<file path="src/rtl/ahb_pkg.sv">
// Shared AHB-Lite encodings and helpers for the burst master.
//   HTRANS_*   transfer type codes
//   HBURST_*   burst type codes
//   HRESP_*    response codes
//   state_e    master FSM states
//   beats_of() beat count of a burst code (INCR of undefined length counts as one beat)
package ahb_pkg;

  localparam logic [1:0] HTRANS_IDLE   = 2'b00;
  localparam logic [1:0] HTRANS_BUSY   = 2'b01;
  localparam logic [1:0] HTRANS_NONSEQ = 2'b10;
  localparam logic [1:0] HTRANS_SEQ    = 2'b11;

  localparam logic [2:0] HBURST_SINGLE = 3'b000;
  localparam logic [2:0] HBURST_INCR   = 3'b001;
  localparam logic [2:0] HBURST_WRAP4  = 3'b010;
  localparam logic [2:0] HBURST_INCR4  = 3'b011;
  localparam logic [2:0] HBURST_WRAP8  = 3'b100;
  localparam logic [2:0] HBURST_INCR8  = 3'b101;
  localparam logic [2:0] HBURST_WRAP16 = 3'b110;
  localparam logic [2:0] HBURST_INCR16 = 3'b111;

  localparam logic [1:0] HRESP_OKAY  = 2'b00;
  localparam logic [1:0] HRESP_ERROR = 2'b01;

  typedef enum logic [1:0] {
    StIdle,
    StAddr,
    StLast,
    StErr2
  } state_e;

  function automatic logic [4:0] beats_of(input logic [2:0] hburst);
    logic [4:0] beats;
    case (hburst)
      HBURST_WRAP4,  HBURST_INCR4:  beats = 5'd4;
      HBURST_WRAP8,  HBURST_INCR8:  beats = 5'd8;
      HBURST_WRAP16, HBURST_INCR16: beats = 5'd16;
      default:                      beats = 5'd1;
    endcase
    return beats;
  endfunction

endpackage

</file>
<file path="src/rtl/ahb_addr_gen.sv">
// Combinational next-beat address for an AHB burst.
//   addr      current beat address
//   hsize     transfer size, step = 1 << hsize
//   hburst    burst type; WRAPx bursts wrap inside a beats*step window
//   next_addr address of the following beat
module ahb_addr_gen import ahb_pkg::*; #(
  parameter int unsigned ADDR_W = 32
) (
  input  logic [ADDR_W-1:0] addr,
  input  logic [2:0]        hsize,
  input  logic [2:0]        hburst,
  output logic [ADDR_W-1:0] next_addr
);

  logic [ADDR_W-1:0] step;
  logic [ADDR_W-1:0] incr;
  logic [ADDR_W-1:0] mask;
  logic              wrap;

  always_comb begin
    step = ADDR_W'(1) << hsize;
    incr = addr + step;
    // Low bits that roll over inside the wrap window; upper bits are held.
    mask = (ADDR_W'(beats_of(hburst)) << hsize) - ADDR_W'(1);
    wrap = (hburst == HBURST_WRAP4) || (hburst == HBURST_WRAP8) || (hburst == HBURST_WRAP16);
    if (wrap) begin
      next_addr = (addr & ~mask) | (incr & mask);
    end else begin
      next_addr = incr;
    end
  end

endmodule

</file>
<file path="src/rtl/ahb_burst_master.sv">
// AHB-Lite burst master: one command (address, direction, size, burst) becomes a pipelined
// NONSEQ/SEQ/BUSY sequence, with write data streamed in and read data streamed out.
//   hclk, hreset                  clock, synchronous active-high reset
//   cmd_*                         command handshake and fields
//   wdata_valid/wdata_ready/wdata write beat stream (one-entry holding register)
//   rdata_valid/rdata             read beat pulses, straight from hrdata
//   done/err                      end-of-burst pulse, err set when ended by ERROR
//   haddr..hwdata, hready, hresp, hrdata  AHB-Lite master port
// Bus control is registered; done/err/rdata_valid are decoded from state and the slave response.
// The caller keeps cmd_size within the data bus width and bursts inside a 1 KB page.
module ahb_burst_master import ahb_pkg::*; #(
  parameter int unsigned ADDR_W = 32,
  parameter int unsigned DATA_W = 32
) (
  input  logic              hclk,
  input  logic              hreset,
  input  logic              cmd_valid,
  output logic              cmd_ready,
  input  logic              cmd_write,
  input  logic [ADDR_W-1:0] cmd_addr,
  input  logic [2:0]        cmd_size,
  input  logic [2:0]        cmd_burst,
  input  logic              wdata_valid,
  output logic              wdata_ready,
  input  logic [DATA_W-1:0] wdata,
  output logic              rdata_valid,
  output logic [DATA_W-1:0] rdata,
  output logic              done,
  output logic              err,
  output logic [ADDR_W-1:0] haddr,
  output logic [1:0]        htrans,
  output logic              hwrite,
  output logic [2:0]        hsize,
  output logic [2:0]        hburst,
  output logic [DATA_W-1:0] hwdata,
  input  logic              hready,
  input  logic [1:0]        hresp,
  input  logic [DATA_W-1:0] hrdata
);

  state_e            state_q;
  logic [1:0]        htrans_q;
  logic [ADDR_W-1:0] naddr_q;   // address of the next beat to issue
  logic [4:0]        rem_q;     // beats not yet issued
  logic              first_q;   // no beat issued yet in this burst
  logic              dph_q;     // a data phase is outstanding
  logic [DATA_W-1:0] hold_q;

  logic              accept;
  logic              bus_err;
  logic              can_issue;
  logic              wr_sel;
  logic [2:0]        cmd_burst_n;
  logic [ADDR_W-1:0] gen_addr;
  logic [2:0]        gen_size;
  logic [2:0]        gen_burst;
  logic [ADDR_W-1:0] gen_next;

  ahb_addr_gen #(
    .ADDR_W(ADDR_W)
  ) u_addr_gen (
    .addr     (gen_addr),
    .hsize    (gen_size),
    .hburst   (gen_burst),
    .next_addr(gen_next)
  );

  always_comb begin
    accept      = cmd_valid & cmd_ready;
    bus_err     = dph_q & ~hready & (hresp != HRESP_OKAY);
    // Undefined-length INCR runs as a single beat, so it is issued as SINGLE.
    cmd_burst_n = (cmd_burst == HBURST_INCR) ? HBURST_SINGLE : cmd_burst;
    // In IDLE the command is still on the inputs; afterwards it lives in the bus registers.
    wr_sel      = (state_q == StIdle) ? cmd_write   : hwrite;
    gen_addr    = (state_q == StIdle) ? cmd_addr    : naddr_q;
    gen_size    = (state_q == StIdle) ? cmd_size    : hsize;
    gen_burst   = (state_q == StIdle) ? cmd_burst_n : hburst;
    can_issue   = 1'b0;
    unique case (state_q)
      StIdle:  can_issue = accept & hready & (~cmd_write | wdata_valid);
      StAddr:  can_issue = hready & (rem_q != 5'd0) & (~hwrite | wdata_valid);
      default: can_issue = 1'b0;
    endcase
    wdata_ready = can_issue & wr_sel;
    // First ERROR cycle cancels the pending address phase without waiting for the clock.
    htrans      = bus_err ? HTRANS_IDLE : htrans_q;
    rdata_valid = dph_q & ~hwrite & hready & (hresp == HRESP_OKAY);
    rdata       = hrdata;
    done        = hready & ((state_q == StLast) | (state_q == StErr2));
    err         = hready & (state_q == StErr2);
  end

  always_ff @(posedge hclk) begin
    if (hreset) begin
      state_q   <= StIdle;
      htrans_q  <= HTRANS_IDLE;
      haddr     <= '0;
      hwrite    <= 1'b0;
      hsize     <= 3'd0;
      hburst    <= 3'd0;
      hwdata    <= '0;
      hold_q    <= '0;
      naddr_q   <= '0;
      rem_q     <= 5'd0;
      first_q   <= 1'b0;
      dph_q     <= 1'b0;
      cmd_ready <= 1'b1;
    end else begin
      if (hready) begin
        dph_q <= htrans_q[1];
        if (htrans_q[1]) begin
          hwdata <= hold_q;
        end
      end
      if (wdata_ready) begin
        hold_q <= wdata;
      end
      unique case (state_q)
        StIdle: begin
          if (accept) begin
            state_q   <= StAddr;
            cmd_ready <= 1'b0;
            hwrite    <= cmd_write;
            hsize     <= cmd_size;
            hburst    <= cmd_burst_n;
            if (can_issue) begin
              haddr    <= cmd_addr;
              htrans_q <= HTRANS_NONSEQ;
              naddr_q  <= gen_next;
              rem_q    <= beats_of(cmd_burst_n) - 5'd1;
              first_q  <= 1'b0;
            end else begin
              naddr_q  <= cmd_addr;
              rem_q    <= beats_of(cmd_burst_n);
              first_q  <= 1'b1;
            end
          end
        end
        StAddr: begin
          if (bus_err) begin
            htrans_q <= HTRANS_IDLE;
            state_q  <= StErr2;
          end else if (hready) begin
            if (can_issue) begin
              haddr    <= naddr_q;
              htrans_q <= first_q ? HTRANS_NONSEQ : HTRANS_SEQ;
              naddr_q  <= gen_next;
              rem_q    <= rem_q - 5'd1;
              first_q  <= 1'b0;
            end else if (rem_q == 5'd0) begin
              htrans_q <= HTRANS_IDLE;
              state_q  <= StLast;
            end else if (!first_q) begin
              // Write data stalled mid-burst: BUSY announces the next beat's address.
              haddr    <= naddr_q;
              htrans_q <= HTRANS_BUSY;
            end
          end
        end
        StLast: begin
          if (bus_err) begin
            state_q <= StErr2;
          end else if (hready) begin
            state_q   <= StIdle;
            cmd_ready <= 1'b1;
          end
        end
        StErr2: begin
          if (hready) begin
            state_q   <= StIdle;
            cmd_ready <= 1'b1;
          end
        end
        default: state_q <= StIdle;
      endcase
    end
  end

endmodule

</file>
<file path="config.mk">
export PLATFORM = sky130hd
export DESIGN_NAME = ahb_burst_master
export DESIGN_NICKNAME = d
export VERILOG_FILES = /design/src/rtl/ahb_pkg.sv /design/src/rtl/ahb_addr_gen.sv /design/src/rtl/ahb_burst_master.sv
export SDC_FILE = /design/constraint.sdc
export NUM_CORES = 1
export LEC_CHECK = 0
export CAP_MARGIN = 20
export CORE_MARGIN = 10
export CORE_UTILIZATION = 54
export DETAILED_ROUTE_END_ITERATION = 6
export MAX_ROUTING_LAYER = met4
export PLACE_DENSITY_LB_ADDON = 0.3
export SETUP_SLACK_MARGIN = 0.1
export SLEW_MARGIN = 25
export SYNTH_ARGS = -nofsm -noshare
export SYNTH_HDL_FRONTEND = slang
export SYNTH_SLANG_ARGS = --single-unit
</file>
<file path="constraint.sdc">
create_clock -name hclk -period 13.49 [get_ports hclk]
set_input_delay 3.3725 -clock hclk [delete_from_list [all_inputs] [get_ports hclk]]
set_output_delay 3.3725 -clock hclk [all_outputs]
set_load 0.005 [all_outputs]
</file>
### Word-level counts from Yosys, hierarchy flattened

Index checks and enable logic that the tools add are counted.

* eq/ne operators: 28
* shifts and indexed selects: 2
* bitwise gates (word level): 23
* mux-type cells: 61
* reduce and logical (&&, ||, !) cells: 22
* $add $sub $neg: 4

Operator list (count)
* 32-bit two-way mux: 14
* 32-bit case mux with 2 select lines: 2
* 32-bit AND: 2
* 5-bit two-way mux: 9
* 32-bit adder: 1
* 32-bit NOT: 1
* 32-bit OR: 1
* 1-bit by 3-bit << shifter with 32-bit output (first input constant): 1
* 5-bit by 3-bit << shifter with 32-bit output: 1
* 32-bit by 1-bit subtractor with 32-bit output (second input constant): 1
* 2-bit two-way mux: 15
* 5-bit case mux with 3 select lines: 2
* 3-bit == test (second input constant): 8
* 3-bit != test (second input constant): 5
* 1-bit AND: 13
* 3-bit by 2-bit == test with 1-bit output (second input constant): 4
* 2-bit != test (second input constant): 6
* 2-bit OR reduction: 6
* 1-bit two-way mux: 10
* 5-bit case mux with 2 select lines: 1
* 5-bit AND reduction: 2
* 5-bit by 1-bit subtractor with 5-bit output (second input constant): 2
* 3-bit two-way mux: 3
* 2-bit case mux with 4 select lines: 1
* other kinds (19): 29

* flip-flop bits (word level): 147
* input bits: 110
* output and inout port bits: 110

### Depth between registers and ports, before layout

Gate-level depths: netlist of the first run.

* depth in word-level cells: 16
* gate-level depth with buffers: 19
* mapped depth without buffers: 14

### By module

From an unflattened synthesis of the first run, not the netlist that was laid out.

* cell total of the unflattened synthesis: 1078
* area total of the unflattened synthesis: 8469.4 um^2

By module, submodules not included
* ahb_burst_master: times used 1, area an instance 7031.7 um^2, sequential area each 2942.8 um^2, cells each 858
* ahb_addr_gen: times used 1, area an instance 1437.6 um^2, sequential area each 0.0 um^2, cells each 220

### Worst setup path after synthesis of the first run

No wires, ideal clock.

* path kind: input -> output
* start: input port cmd_valid
* end: output port wdata_ready
* cell stages on the path: 7
* arrival: 4.635 ns
* setup slack: 5.482 ns
* cells stage by stage: nand4bb_1 > a21oi_1 > o21ai_1 > inv_1 > nand2_1 > inv_1 > buf_1

* cells in the longest elaborated chain, start to end: 5

RTL lines
* start, declared: RTL line ahb_burst_master.sv:17 `input logic cmd_valid,`
* 1-bit AND: RTL line ahb_burst_master.sv:69 `accept = cmd_valid & cmd_ready;`
* 1-bit AND (2 in a row): RTL line ahb_burst_master.sv:80 `StIdle: can_issue = accept & hready & (~cmd_write | wdata_valid);`
* 1-bit case mux with 2 select lines: RTL line ahb_burst_master.sv:79 `unique case (state_q)`
* 1-bit AND: RTL line ahb_burst_master.sv:84 `wdata_ready = can_issue & wr_sel;`
* end, declared: RTL line ahb_burst_master.sv:24 `output logic wdata_ready,`

Every way passes these cells.

### Worst setup path after layout of the first run

Ends and elaborated chain as after synthesis.

==> run_results.csv, run 1 <==
group,metric,value,unit
outcome,status,"finished clean",
clock_network,cts_sinks,147,
yosys,yosysSeqAreaShare,0.346,
global_route,grt_pass1_wl,41100,um
yosys,syn_nets,1292,
sta,rsz0062_at_grt,"false",
sta,finClkSkew,0.0112,ns
yosys,synth_area_per_cell,7.28,um2
yosys,synth_top_flop_cell,"dfxtp_1",
hold_path,hold_path.class,"flop to flop",
critical_path,cp.arrival,7.21,ns
clock_network,numCtsBuffers,17,
sta,hold_viol,0,
yosys,synth_seq_cells,147,
power_and_ir_drop,peakVddDrop,0.133,mV
yosys,synth_cells,1169,
cells_and_area,seqCellArea,0.00294,mm2
yosys,syn_area,0.00851,mm2
global_route,grt_overflow_total,0,
cells_and_area,drive_gt1_frac,0.0567,
critical_path,r2r_cells,16,
sta,fin_crit,10.58,ns
place,io_buffers,155,
cells_and_area,fin_cells,1464,
floorplan,die_x,146,um
yosys,ys_warn_count,0,
sta,setup_ws,2.91,ns
floorplan,core,0.0153,mm2
power_and_ir_drop,p_per_area,210,mW/mm2
clock_network,ctsResizeCount,0,
power_and_ir_drop,p_total,2.21,mW
critical_path,critPathCaptureType,"primary output",
place,place_area,0.00987,mm2
floorplan,rows,45,
sta,finalSetupViolCount,0,
global_route,antenna_found_initial,0,
critical_path,crit_required,10.12,ns
global_route,grt_max_degree,102,
floorplan,fp.dieH,146,um
clock_network,cts_tree,"yes",
route,postRouteAntennaNets,0,
critical_path,r2r-end,"naddr_q[28]$_SDFFE_PP0P_",
route,drt_iter0_drc,1053,
floorplan,start_util,0.556,
clock_network,clk_path_buf_depth,2,
critical_path,r2r-start,"state_q[0]$_SDFFE_PP0P_",
yosys,synth_edf_count,0,
cells_and_area,finish.instance_area,0.0105,mm2
clock_network,postCtsSetupBuffers,0,
sta,fin_crit_sh,0.784,
clock_network,hold_buffers,0,
critical_path,critical_path_class,"primary input to primary output",
global_route,grt_pass1_vias,8201,
clock_network,clk_latency,0.44,ns
power_and_ir_drop,p_leak,3.81,nW
place,dp_cells,1431,
hold_path,whs_path_depth,2,
clock_network,clock-root-buffer,"clkbuf_16",
sta,relSlewSlack,0.370,
critical_path,ff2ff_setup_slack,8.37,ns
hold_path,hold_end,"hwdata[17]$_SDFFE_PP0P_",
floorplan,ioPinCount,220,
cells_and_area,antennaDiodeCount,0,
hold_path,min_from,"hold_q[17]$_SDFFE_PP0P_",
sta,report.final.slew_viol_count,0,
yosys,yosysUniqueCellTypes,74,
place,dp_slack,3.00,ns
sta,holdWs,0.449,ns
cells_and_area,synthToLayoutAreaGrowth,23.5,%
yosys,synth_largest_area_cell,"dfxtp_1",
critical_path,cp-start-kind,"primary input",
yosys,yosysMostFrequentCell,"nand2_1",
yosys,synth-async-reset-ratio,0,
route,first_pass_iters,6,
flow_run,maxCapViolCount,0,
sta,worstMarginPinSlew,0.943,ns
route,vias,8591,
yosys,synth_commonest_cells,"313 x nand2_1, 147 x dfxtp_1, 135 x a21oi_1, 83 x nor2_1, 71 x clkbuf_1",
clock_network,htree_levels,4,
cells_and_area,nets,1363,
yosys,synth.area.top_cells,"dfxtp_1 35%, nand2_1 14%, a21oi_1 7.9%",
sta,max_freq,0.0945,GHz
clock_network,clkSlewWorstSetupHoldPaths,0.07,ns
cells_and_area,multi_input_area,0.00493,mm2
floorplan,dieArea,0.0212,mm2
route,vias_per_cell,5.87,
yosys,synth_top_area_frac,0.346,
cells_and_area,fin_util,0.687,
cells_and_area,nFillCells,1295,
sta,fin_tns_setup,0,ns
place,place.gp.congestion,0.999,
global_route,track_usage,0.235,
route,routed_wl,25500,um
route,drc,0,
critical_path,cp_max_fo,33,
place,dp_hpwl,17300,um
route,drt-wirelength-per-cell,17.4,um
[worst max-delay path, stage by stage]
cell and delay (ns):
clkdlybuf4s50_1 0.48, nand4bb_1 0.63, a21oi_1 0.67, o21ai_1 0.16, inv_1 0.53, nand2_1 0.10
buf_4 0.27, inv_1 0.09, buf_4 0.31, clkdlybuf4s50_1 0.58
[sequential cells by signal, summed over array words and instances (netlist names)]
signal and count:
cmd_ready 1, haddr 32, hwrite 1, state_q 2, rem_q 5, htrans_q 2, hsize 3, hold_q 32
hburst 3, dph_q 1, first_q 1, naddr_q 32, hwdata 32
[cell families (layout without fill, tap and decap cells)]
group	count (synthesis)	after routing	synth area share
compound gates	325	325	0.247
xor+xnor	33	33	0.0340
fa+ha+maj	13	13	0.0200
buf+inv	140	224	0.0792
flops	147	147	0.346
mux	23	23	0.0273
simple gates	488	488	0.246
[routing by layer]
layer  global-route usage  wire length (um)  vias to the layer above  share of wire
met2                0.352             11400                      413           0.45
met5                    -                 0                        -              0
met1                0.289             11100                     3939           0.44
li1                     -                 -                     4202              -
met4               0.0688               286                        0          0.011
met3               0.0903              2710                       37           0.11
[worst max path at each step]
stage	startpoint	endpoint	slack, ns	cells after the start
detailed placement	cmd_valid	wdata_ready	3.00	10
global placement	cmd_valid	wdata_ready	3.11	10
finish	cmd_valid	wdata_ready	2.91	10
floorplan	cmd_valid	wdata_ready	5.48	7
CTS	cmd_valid	wdata_ready	3.00	10
global route	cmd_valid	wdata_ready	2.66	10
[cell type report]
class	instances	area share
Inverter	20	0.00714
Clock inverter	15	0.0173
Timing Repair Buffer	172	0.161
Sequential cell	147	0.280
Tap cell	211	0.0251
Multi-Input combinational cell	882	0.469
Clock buffer	17	0.0405
[power breakdown]
part	switching (mW)	leakage (nW)	internal [mW]
Combinational	0.682	2.32	0.425
Clock	0.220	0.301	0.267
Sequential	0.0859	1.20	0.531
Total	0.988	3.81	1.22
[cells in the final DEF, fill, tap and decap left out, types with 3 or more instances in the layout]
| cell | n |
|---|---|
| a22oi_1 | 3 |
| xor2_1 | 11 |
| clkbuf_16 | 17 |
| a221oi_1 | 12 |
| o211a_1 | 4 |
| nor4b_1 | 6 |
| nor2_1 | 80 |
| and3_1 | 4 |
| a2111o_1 | 3 |
| or2_2 | 3 |
| nor4_1 | 7 |
| ha_1 | 12 |
| a31oi_1 | 10 |
| a211oi_1 | 6 |
| dfxtp_1 | 147 |
| nand2_1 | 313 |
| a21o_1 | 11 |
| nor3_1 | 16 |
| or3_1 | 5 |
| inv_1 | 20 |
| nand2b_1 | 6 |
| o31ai_1 | 4 |
| o21ai_0 | 48 |
| xnor2_1 | 22 |
| clkdlybuf4s50_1 | 154 |
| o22ai_1 | 4 |
| buf_4 | 17 |
| a311oi_1 | 38 |
| inv_6 | 3 |
| nand3_1 | 14 |
| mux2i_1 | 21 |
| and2_1 | 8 |
| a21oi_1 | 133 |
| inv_8 | 7 |
| nor3b_1 | 3 |
| o21a_1 | 5 |
| o211ai_1 | 14 |
No activity file was read; power rests on OpenSTA's default activity.
==> inputs of run 2 (changes only) <==
CORE_UTILIZATION = 45   (was 54)
clock period = 8.84 ns   (was 13.49 ns; I/O delays follow)
==> run 2 against run 1 <==
Wire length rose by 2.9%. Worst hold slack got worse by 0.0020 ns. Critical path depth stayed put. Clock power rose by 49%. Cell count is 1.6% higher. First-iteration DRC count is 23% lower. Power rose by 52%. Via count down 1.7%. Combinational power grew 52%. Utilization shrank 12 points. Critical path type unchanged. Largest power group unchanged. Highest routed layer unchanged.
==> run_results.csv, run 2 (synthesis gave the netlist of run 1 again) <==
group,metric,value,unit
floorplan,rows,50,
floorplan,start_util,0.457,
sta,finClkSkew,0.0111,ns
cells_and_area,synthToLayoutAreaGrowth,23.5,%
critical_path,cpPeakStageDelay,0.58,ns
sta,worstMarginPinSlew,1.02,ns
route,routed_wl,26200,um
place,io_buffers,155,
clock_network,postCtsSetupBuffers,0,
critical_path,cp_max_fo,33,
place,dp_slack,1.29,ns
floorplan,fp.dieH,158,um
route,vias_per_cell,5.67,
floorplan,core,0.0186,mm2
power_and_ir_drop,p_leak,3.80,nW
critical_path,crit_required,6.63,ns
global_route,grt_overflow_total,0,
flow_run,maxCapViolCount,0,
cells_and_area,fin_cells,1488,
floorplan,die_x,158,um
clock_network,numCtsBuffers,17,
critical_path,crit_buf_inv,6,
cells_and_area,final_common_cell,"nand2_1",
floorplan,ioPinCount,220,
power_and_ir_drop,peakVddDrop,0.230,mV
sta,fin_tns_setup,0,ns
critical_path,path_cells,"clkdlybuf4s50_1, nand4bb_1, a21oi_1, o21ai_1, inv_1, nand2_1, buf_4, inv_1, buf_4, clkdlybuf4s50_1",
global_route,grt_pass1_vias,8009,
power_and_ir_drop,clkPwrFrac,0.217,
outcome,status,"finished clean",
clock_network,clk_latency,0.43,ns
global_route,antenna_found_initial,0,
sta,finalSetupViolCount,0,
route,postRouteAntennaNets,0,
clock_network,clock-root-buffer,"clkbuf_16",
critical_path,critical_path_class,"primary input to primary output",
clock_network,cts_tree,"yes",
sta,fin_crit_sh,0.856,
sta,relSlewSlack,0.320,
place,dp_hpwl,17900,um
critical_path,cp_slowest_cell,"clkdlybuf4s50_1",
clock_network,clkSlewWorstSetupHoldPaths,0.07,ns
sta,rsz0062_at_grt,"false",
floorplan,dieArea,0.0248,mm2
power_and_ir_drop,intPower,1.84,mW
power_and_ir_drop,power_switching,1.52,mW
cells_and_area,seqCellArea,0.00294,mm2
power_and_ir_drop,p_per_area,319,mW/mm2
sta,max_freq,0.132,GHz
power_and_ir_drop,swShare,0.452,
clock_network,cts_sinks,147,
sta,hold_viol,0,
cells_and_area,mostFrequentLayoutCells,"313 x nand2_1, 154 x clkdlybuf4s50_1, 147 x dfxtp_1",
critical_path,cp.arrival,5.36,ns
cells_and_area,multi_input_area,0.00492,mm2
sta,setup_ws,1.27,ns
global_route,track_usage,0.215,
critical_path,critPathCaptureType,"primary output",
clock_network,htree_levels,4,
sta,fin_crit,7.57,ns
sta,report.final.slew_viol_count,0,
cells_and_area,antennaDiodeCount,0,
hold_path,hold_path.class,"flop to flop",
route,drt-wirelength-per-cell,17.6,um
place,dp_cells,1456,
global_route,grt_pass1_wl,42500,um
critical_path,cp-start-kind,"primary input",
route,drt_iter0_drc,807,
clock_network,clk_path_buf_depth,2,
global_route,grt_max_degree,90,
clock_network,ctsResizeCount,0,
cells_and_area,drive_gt1_frac,0.0566,
power_and_ir_drop,p_seq_frac,0.279,
power_and_ir_drop,combPwrFrac,0.504,
cells_and_area,nFillCells,1772,
route,vias,8441,
route,drc,0,
cells_and_area,nets,1364,
clock_network,hold_buffers,0,
route,first_pass_iters,5,
place,place.gp.congestion,0.923,
critical_path,crit_family,"buffers and inverters",
## run 2: changes by cell type in the layout (fill, tap and decap cells not counted), sizes merged
cell,change
clkinvlp,+2
inv,-1
bufinv,-1
buf,+1
## run 2: routing by layer
metal	vias to the layer above	track usage	wire length, um
met3	34	0.0731	2710
li1	4195	-	-
met1	3892	0.279	11800
met2	320	0.312	11400
met5	-	-	0
met4	0	0.0574	355
## run 2: layout make-up
cell class              count  area share
clock inverters            15      0.0165
well taps                 234      0.0278
flip-flops and latches    147       0.280
inverters                  20     0.00714
repair buffers            173       0.160
multi-input cells         882       0.468
clock buffers              17      0.0405
## run 2: stage by stage
stage | power (mW) | util | instance area (um2) | hold WS, ns
floorplan | 2.12 | - | 8510 | 0.427
global placement | 2.60 | 0.532 | 9910 | 0.438
detailed placement | 2.62 | 0.532 | 9910 | 0.440
CTS | 3.36 | 0.564 | 10500 | 0.447
global route | 3.61 | 0.564 | 10500 | 0.466
finish | 3.36 | 0.564 | 10500 | 0.447
## run 2: path summary, 6_finish.rpt
kind | startpoint | endpoint | slack, ns | depth (start not counted)
setup reg to reg | state_q[0]$_SDFFE_PP0P_ | naddr_q[28]$_SDFFE_PP0P_ | 3.76 | 16
hold reg to reg | hold_q[19]$_SDFFE_PP0P_ | hwdata[19]$_SDFFE_PP0P_ | 0.45 | 2
setup / recovery | cmd_valid | wdata_ready | 1.27 | 10
hold / removal | hold_q[19]$_SDFFE_PP0P_ | hwdata[19]$_SDFFE_PP0P_ | 0.45 | 2
## run 2: power groups by stage
stage                     registers [mW]  logic, mW  clock network, mW
after floorplan                    0.917       1.21                  0
after global placement             0.947       1.65                  0
after detailed placement           0.950       1.67                  0
after CTS                          0.935       1.68              0.739
after global routing               0.960       1.88              0.769
final                              0.938       1.69              0.728
## run 2: tightest hold or removal path, delay by kind of cell, from the launching register on
| family | cells | cell delay [ns] |
|---|---|---|
| AO/OA/AOI/OAI | 1 | 0.05 |
| AND/OR/NAND/NOR | 1 | 0.05 |
| flip-flops | 1 | 0.31 |
==> inputs of run 3 (changes only) <==
SLEW_MARGIN = unset   (was 25)
==> results of run 3 <==
No change in the layout: final DEF, timing and power equal those of run 2.
